`src/rtl/arbitro_rr_destinos.sv`:
```
// Weighted round-robin scheduler: pops one of four input FIFOs per cycle and
// forwards the returned word a cycle later to the output FIFO named by its top two bits.
// Define ARB_RR_STATS_EN to add the words_total / stall_cycles counters.
module arbitro_rr_destinos #(
  parameter int DATA_WIDTH = 6,
  parameter int WEIGHT     = 4
) (
  input  logic                  clk,
  input  logic                  reset,
  input  logic                  empty_P0,
  input  logic                  empty_P1,
  input  logic                  empty_P2,
  input  logic                  empty_P3,
  input  logic [DATA_WIDTH-1:0] data_in_P0,
  input  logic [DATA_WIDTH-1:0] data_in_P1,
  input  logic [DATA_WIDTH-1:0] data_in_P2,
  input  logic [DATA_WIDTH-1:0] data_in_P3,
  input  logic                  almost_full_P0,
  input  logic                  almost_full_P1,
  input  logic                  almost_full_P2,
  input  logic                  almost_full_P3,
  output logic                  pop_F0,
  output logic                  pop_F1,
  output logic                  pop_F2,
  output logic                  pop_F3,
  output logic                  push_F0,
  output logic                  push_F1,
  output logic                  push_F2,
  output logic                  push_F3,
`ifdef ARB_RR_STATS_EN
  output logic [15:0]           words_total,
  output logic [15:0]           stall_cycles,
`endif
  output logic [DATA_WIDTH-1:0] data_out
);

  localparam int              CNT_W    = $clog2(WEIGHT) + 1;
  localparam logic [CNT_W-1:0] WEIGHT_C = CNT_W'(WEIGHT);

  typedef enum logic {IDLE, SERVE} state_t;

  state_t           state_q, state_d;
  logic [1:0]       ptr_q, ptr_d;
  logic [CNT_W-1:0] cnt_q, cnt_d;
  logic [1:0]       last_q, last_d;
  logic             vld_q, vld_d;
  logic [1:0]       sel_q, sel_d;
  logic             rst_dly_q;

  logic [3:0]       empty_v;
  logic             stall;
  logic             cont;
  logic             grant_vld;
  logic [1:0]       grant_idx;
  logic [1:0]       scan_start;
  logic [3:0]       pop_v;
  logic [3:0]       push_v;
  logic             push_en;
  logic [DATA_WIDTH-1:0] w;
  logic [1:0]       dest;

  assign empty_v = {empty_P3, empty_P2, empty_P1, empty_P0};
  assign stall   = almost_full_P0 | almost_full_P1 | almost_full_P2 | almost_full_P3;

  // First requester at or after start, wrapping mod 4; returns {found, index}.
  function automatic logic [2:0] scan_first(input logic [3:0] req, input logic [1:0] start);
    logic [2:0] r;
    logic [1:0] idx;
    r = 3'b000;
    for (int k = 3; k >= 0; k--) begin
      idx = start + 2'(k);
      if (req[idx]) r = {1'b1, idx};
    end
    return r;
  endfunction

  assign cont = (state_q == SERVE) && !empty_v[last_q] && (cnt_q < WEIGHT_C);

  always_comb begin
    grant_vld  = 1'b0;
    grant_idx  = last_q;
    scan_start = ptr_q;
    ptr_d      = ptr_q;
    cnt_d      = cnt_q;
    last_d     = last_q;
    state_d    = state_q;
    // A stall suspends the burst rather than ending it, so state and count are held.
    if (!reset && !rst_dly_q && !stall) begin
      if ((state_q == SERVE) && empty_v[last_q]) begin
        scan_start = last_q + 2'd1;
        ptr_d      = last_q + 2'd1;
      end
      if (cont) begin
        grant_vld = 1'b1;
        grant_idx = last_q;
      end else begin
        {grant_vld, grant_idx} = scan_first(~empty_v, scan_start);
      end
      if (grant_vld) begin
        cnt_d   = cont ? cnt_q + CNT_W'(1) : CNT_W'(1);
        last_d  = grant_idx;
        state_d = SERVE;
        if (cnt_d == WEIGHT_C) ptr_d = grant_idx + 2'd1;
      end else begin
        state_d = IDLE;
      end
    end
    vld_d = grant_vld;
    sel_d = grant_vld ? grant_idx : sel_q;
  end

  always_ff @(posedge clk) begin
    if (reset) begin
      state_q   <= IDLE;
      ptr_q     <= 2'd0;
      cnt_q     <= '0;
      last_q    <= 2'd0;
      vld_q     <= 1'b0;
      sel_q     <= 2'd0;
      rst_dly_q <= 1'b1;
    end else begin
      state_q   <= state_d;
      ptr_q     <= ptr_d;
      cnt_q     <= cnt_d;
      last_q    <= last_d;
      vld_q     <= vld_d;
      sel_q     <= sel_d;
      rst_dly_q <= 1'b0;
    end
  end

  assign pop_v  = grant_vld ? (4'(1) << grant_idx) : 4'd0;
  assign pop_F0 = pop_v[0];
  assign pop_F1 = pop_v[1];
  assign pop_F2 = pop_v[2];
  assign pop_F3 = pop_v[3];

  // Forwarding stage: word popped last cycle goes out now; reset drops it.
  always_comb begin
    case (sel_q)
      2'd0:    w = data_in_P0;
      2'd1:    w = data_in_P1;
      2'd2:    w = data_in_P2;
      default: w = data_in_P3;
    endcase
  end

  assign push_en  = vld_q && !reset;
  assign dest     = w[DATA_WIDTH-1 -: 2];
  assign push_v   = push_en ? (4'(1) << dest) : 4'd0;
  assign push_F0  = push_v[0];
  assign push_F1  = push_v[1];
  assign push_F2  = push_v[2];
  assign push_F3  = push_v[3];
  assign data_out = push_en ? w : '0;

`ifdef ARB_RR_STATS_EN
  logic [15:0] words_q;
  logic [15:0] stalls_q;

  always_ff @(posedge clk) begin
    if (reset) begin
      words_q  <= 16'd0;
      stalls_q <= 16'd0;
    end else begin
      if (push_en && (words_q != 16'hFFFF)) words_q <= words_q + 16'd1;
      if (stall && !(&empty_v) && (stalls_q != 16'hFFFF)) stalls_q <= stalls_q + 16'd1;
    end
  end

  assign words_total  = words_q;
  assign stall_cycles = stalls_q;
`endif

endmodule

```
`config.mk`:
```
export PLATFORM = sky130hd
export DESIGN_NAME = arbitro_rr_destinos
export DESIGN_NICKNAME = d
export VERILOG_FILES = /design/src/rtl/arbitro_rr_destinos.sv
export SDC_FILE = /design/constraint.sdc
export NUM_CORES = 1
export LEC_CHECK = 0
export CORE_MARGIN = 5
export CORE_UTILIZATION = 37
export CTS_CLUSTER_SIZE = 25
export DETAILED_ROUTE_END_ITERATION = 10
export PLACE_DENSITY = 0.75
export REMOVE_ABC_BUFFERS = 1
export SYNTH_ARGS = -nofsm -noshare
export SYNTH_HDL_FRONTEND = slang
export SYNTH_SLANG_ARGS = --single-unit
```
`constraint.sdc`:
```
create_clock -name clk -period 2.3 [get_ports clk]
set_clock_uncertainty 0.2 [all_clocks]
set_input_delay 0.345 -clock clk [delete_from_list [all_inputs] [get_ports clk]]
set_output_delay 0.345 -clock clk [all_outputs]
set_load 0.01 [all_outputs]
```
---- Word level (Yosys, flattened, before mapping) ----
Index checks and enable logic that the tools add are counted.
cells by class
  add/subtract/negate cells ............... 6
  $lt $le $gt $ge ......................... 6
  equality and inequality tests ........... 3
  shift-type cells ........................ 2
  mux-type cells .......................... 31
  bitwise logic cells ..................... 4
  reductions and logical operators ........ 12
operators by type and width
  cell                 number
  $pmux 6 s3           1
  $lt 2x3->1 const B   5
  $mux 3               5
  $mux 2               7
  $bmux 1 s2           5
  $mux 1               10
  $mux 4               2
  $shl 1x2->4 const A  2
  $add 2x1->2 const B  3
  $logic_and 1x1->1    6
  $mux 6               1
  $add 2x2->2 const B  2
  $logic_not 1->1      4
  $not 4->4            1
  $add 3x1->3 const B  1
  $eq 3x3->1 const B   1
  $lt 3x3->1 const B   1
  $or 1x1->1           3
  $eq 2x1->1 const B   1
  $eq 2x2->1 const B   1
  $logic_not 2->1      1
  $reduce_and 2->1     1
word-level totals
  flip-flop bits (word level) ............. 12
  bits of input ports ..................... 34
  output and inout bits ................... 14
  logic and storage cells ................. 71

---- Longest topological paths before layout ----
  depth after elaboration ................. 18
  gate-level depth with buffers ........... 7
  mapped depth without buffers ............ 7

---- Worst setup path before layout ----
OpenSTA, ideal clock, no wires.
  path kind ............................... register to output
  from .................................... register last_q[0]
  to ...................................... output port pop_F2
  arrival ................................. 1779 ps
  data required time ...................... 1755 ps
  slack ................................... -24 ps
  cell stages (with the launch flop) ...... 7
  buffers on the path ..................... 1
  cell sequence ........................... dfxtp_1 > buf_6 > mux2i_2 > o22ai_4 > o31a_2 > o211a_1 > o311a_1
on the way
  word-level cells in the longest chain between the ends .. 17
  elaborated cells between the ends (all ways) .. 32
  classes of those cells .................. add/sub: 4; shift: 1; mux: 23; reduce/logical: 4
RTL lines
  what                          line    source
  start: declaration            45      logic [1:0] last_q, last_d;
  start signal: assignment      125     last_q <= last_d;
  $bmux 1 s2                    77, 89
  $mux 1 (not written as such)  77, 89
  $logic_and 1x1->1             89      if ((state_q == SERVE) && empty_v[last_q]) begin
  $mux 2                        89
  $mux 2                        88      if (!reset && !rst_dly_q && !stall) begin
  $add 2x2->2                   71      idx = start + 2'(k);
  $bmux 1 s2                    72      if (req[idx]) r = {1'b1, idx};
  $mux 1 (not written as such)  72
  $mux 3 (4 in a row)           72
  $mux 2                        93      if (cont) begin
  $mux 2 (2 in a row)           88
  $shl 1x2->4                   132     assign pop_v = grant_vld ? (4'(1) << grant_idx) : 4'd0;
  $mux 4 *                      132
  end: declaration              24      output logic pop_F2,
Mark *: on every way between the ends. The rest lies on a longest branch, timed or not. The select of a mux whose other input is x is not followed.

---- Final worst setup path ----
  from .................................... register last_q[0]
  to ...................................... output port pop_F1
on the way
  word-level cells in the longest chain between the ends .. 17
  elaborated cells between the ends (all ways) .. 32
  classes of those cells .................. add/sub: 4; shift: 1; mux: 23; reduce/logical: 4
RTL lines
  what                          line    source
  $bmux 1 s2                    77, 89
  $mux 1 (not written as such)  77, 89
  $logic_and 1x1->1             89
  $mux 2                        89
  $mux 2                        88
  $add 2x2->2                   71
  $bmux 1 s2                    72
  $mux 1 (not written as such)  72
  $mux 3 (4 in a row)           72
  $mux 2                        93
  $mux 2 (2 in a row)           88
  $shl 1x2->4                   132
  $mux 4 *                      132
  end: declaration              23      output logic pop_F1,
Marks and branches as above.

==> out/results.txt <==
Placed cell area: 1720 µm²
CTS Buffer Depth: 2
Worst rel slew slack: 74.5%
Antenna diodes: 0
Clock Latency Late Sink: 0.27 ns
Measured slew at the worst slew-check pin: 0.383 ns
Comb power frac: 27.0%
Netlist cell types: 52
Post-Syn Area: 1070 µm²
Via Count: 1,229
Final #Nets: 229
Std cell rows: 19
Worst Path Max Fanout: 7
CTS tree: built
Wire per inst: 15.7 µm
Register share of total power: 41.3%
Die Span Y: 63.9 µm
DP Cell Count: 214
Max Used Layer: met4
CTS root buf: clkbuf_4
Total GRT Usage: 17.5%
Final Worst Setup Slack: -0.509 ns
Met3 wire len: 310 µm
Synth Warn #: 0
Crit path launch type: register
Post-synthesis compound-gate area fraction: 23.6%
#FFs+latches synth: 12
Number of synthesized flops with an enable pin: 0
Fin. Hold Viols: 0
Die area: 4080 µm²
WP data required: 1.75 ns
Post-synthesis mux area share: 17.9%
Simple-gate share of the synthesized area: 27.7%
Violated checks: setup timing
Core ar.: 2780 µm²
Largest net degree at the start of global routing: 13
Crit end category: output pin
Pint: 0.395 mW
Vias/cell: 5.49
Crit path arrival time: 2.26 ns
Share of the synthesized area in the top cell type: 22.4%
Area Growth Syn to Fin: 71.9%
Count leader, synth: dfxtp_1
Sw frac: 22.2%
Peak supply drop: 0.470 mV
Initial antenna violation count: 0
Fin cells: 224
Die width: 63.9 µm
Port bufs: 47
Top FF cell, synth: dfxtp_1
Initial Util: 38.6%
Achievable frequency: 0.356 GHz
Detailed placement HPWL: 2760 µm
Final Critical Period: 2.81 ns
Setup Viol. Count Final: 4
Synth area leader: dfxtp_1
Hold Crit Class: register to register
Ports: 48
DRT met1 WL: 1470 µm
CTS buffer count: 3
Synth Area in XOR/XNOR: 0.815%
Vias in the first global route: 1,274
Final worst path period share: 122%
First-pass GRT wire length: 5830 µm
Sequential area share after synthesis: 22.4%
Max H-tree Level: 1
Routed WL: 3510 µm
Sw Pwr: 0.113 mW
Placer Congestion: 0.825
Post-route ant nets: 0
Leakage: 0.768 nW
Max Cap Violations: 0
Post-Place Setup Slack: -0.971 ns
Post-Syn Instances: 119
Ys async rst share: 0%
Overflow after GRT: 0
RSZ-0062 raised after global routing: true
Clock power frac: 31.7%
Max-slew violations: 0
Finished Cell Area: 1850 µm²
Initial DRC Count: 27
Main combinational cell family by area after synthesis: simple AND/OR/NAND/NOR gates
Layout cells sized above 1: 40.9%
CTS Sinks: 12
Synth cell count leaders: dfxtp_1, nor2_1, nand2_1, nor2b_1
Power Dens Cells: 275 nW/µm²
Synth Area in Adders: 2.10%
# DRC: 0
Met2 wire len: 1700 µm
Reg clk slew, reported paths: 0.07 ns
Kind of critical path: register to output pin
Synth area leaders: dfxtp_1, mux4_2, nor2b_1
Syn_area_per_cell: 9.03 µm²
Outcome: finished with violations
Pre-Repair DR Iteration Count: 4
layer usage:
layer | track usage, % | vias up
met1 | 20.9 | 576
met3 | 5.95 | 2
met5 | 0 | -
met2 | 30.9 | 53
li1 | - | 598
met4 | 2.08 | 0
power groups by stage:
stage          Sequential (mW)  Combinational [mW]  Clock (mW)
6_report                 0.210               0.137       0.161
5_1_grt                  0.210               0.146       0.182
4_1_cts                  0.212               0.134       0.165
3_5_place_dp             0.216               0.129           0
3_3_place_gp             0.216               0.126           0
2_1_floorplan            0.217              0.0395           0
final cells by class:
cell class	instances	area, µm²
clock buffer	4	36.3
fill	230	933
inverter	4	15.0
multi-input combinational	96	852
sequential	12	250
tap	31	38.8
timing repair buffer	77	656
through the flow:
stage	hold slack, ns	utilization (%)	total power, mW	TNS (ns)
3_3_place_gp	0.250	61.9	0.343	-6.16
4_1_cts	0.278	65.8	0.511	-1.88
5_1_grt	0.316	66.4	0.538	-2.31
3_5_place_dp	0.268	61.9	0.346	-7.02
6_report	0.278	66.4	0.508	-1.79
2_1_floorplan	0.173	-	0.257	-0.239
repair_timing:
| item | in CTS | in global routing |
|---|---|---|
| pin swaps | 6 | 4 |
| hold buffers | 0 | 0 |
| setup endpoints to repair | 14 | 13 |
| setup buffers | 6 | 0 |
| hold endpoints to repair | 0 | 0 |
| resized for setup | 53 | 20 |
registers in the layout (all words and copies together), names as in the netlist:
name and cells:
cnt_q 3, state_q 1, vld_q 1, last_q 2
sel_q 2, ptr_q 2, rst_dly_q 1
worst paths after layout:
| check | from | endpoint | slack (ns) | depth (start not counted) |
|---|---|---|---|---|
| worst min register to register | cnt_q[1] | cnt_q[1] | 0.28 | 2 |
| worst max-delay path | last_q[0] | pop_F1 | -0.51 | 9 |
| worst max register to register | last_q[0] | sel_q[0] | 0.06 | 9 |
| worst min-delay path | cnt_q[1] | cnt_q[1] | 0.28 | 2 |
cell usage in the layout, fill, tap and decap left out, types with 5 or more instances in the layout:
master           instances
buf_2                    5
buf_4                   25
buf_6                    5
clkbuf_2                 5
clkdlybuf4s50_1         29
dfxtp_1                  8
dlygate4sd2_1            7
mux4_2                   6
nand2_1                  9
nand3_1                  5
nor2_1                   9
nor2b_1                  6
critical path, stage by stage, from the launching register on:
cell     delay [ns]
dfxtp_4        0.37
mux2i_4        0.20
o22ai_4        0.33
buf_6          0.16
nand3_1        0.08
o31a_2         0.15
o211a_1        0.24
buf_6          0.12
nor4b_2        0.18
buf_2          0.17
cell families after synthesis:
logic type / Yosys count
muxes: 11
AOI/OAI and AO/OA: 29
DFF: 12
xor gates and xnor gates: 1
adders and majority gates: 2
buffers and inverters: 11
and+or+nand+nor: 53
(Power assumes the default switching activity.)
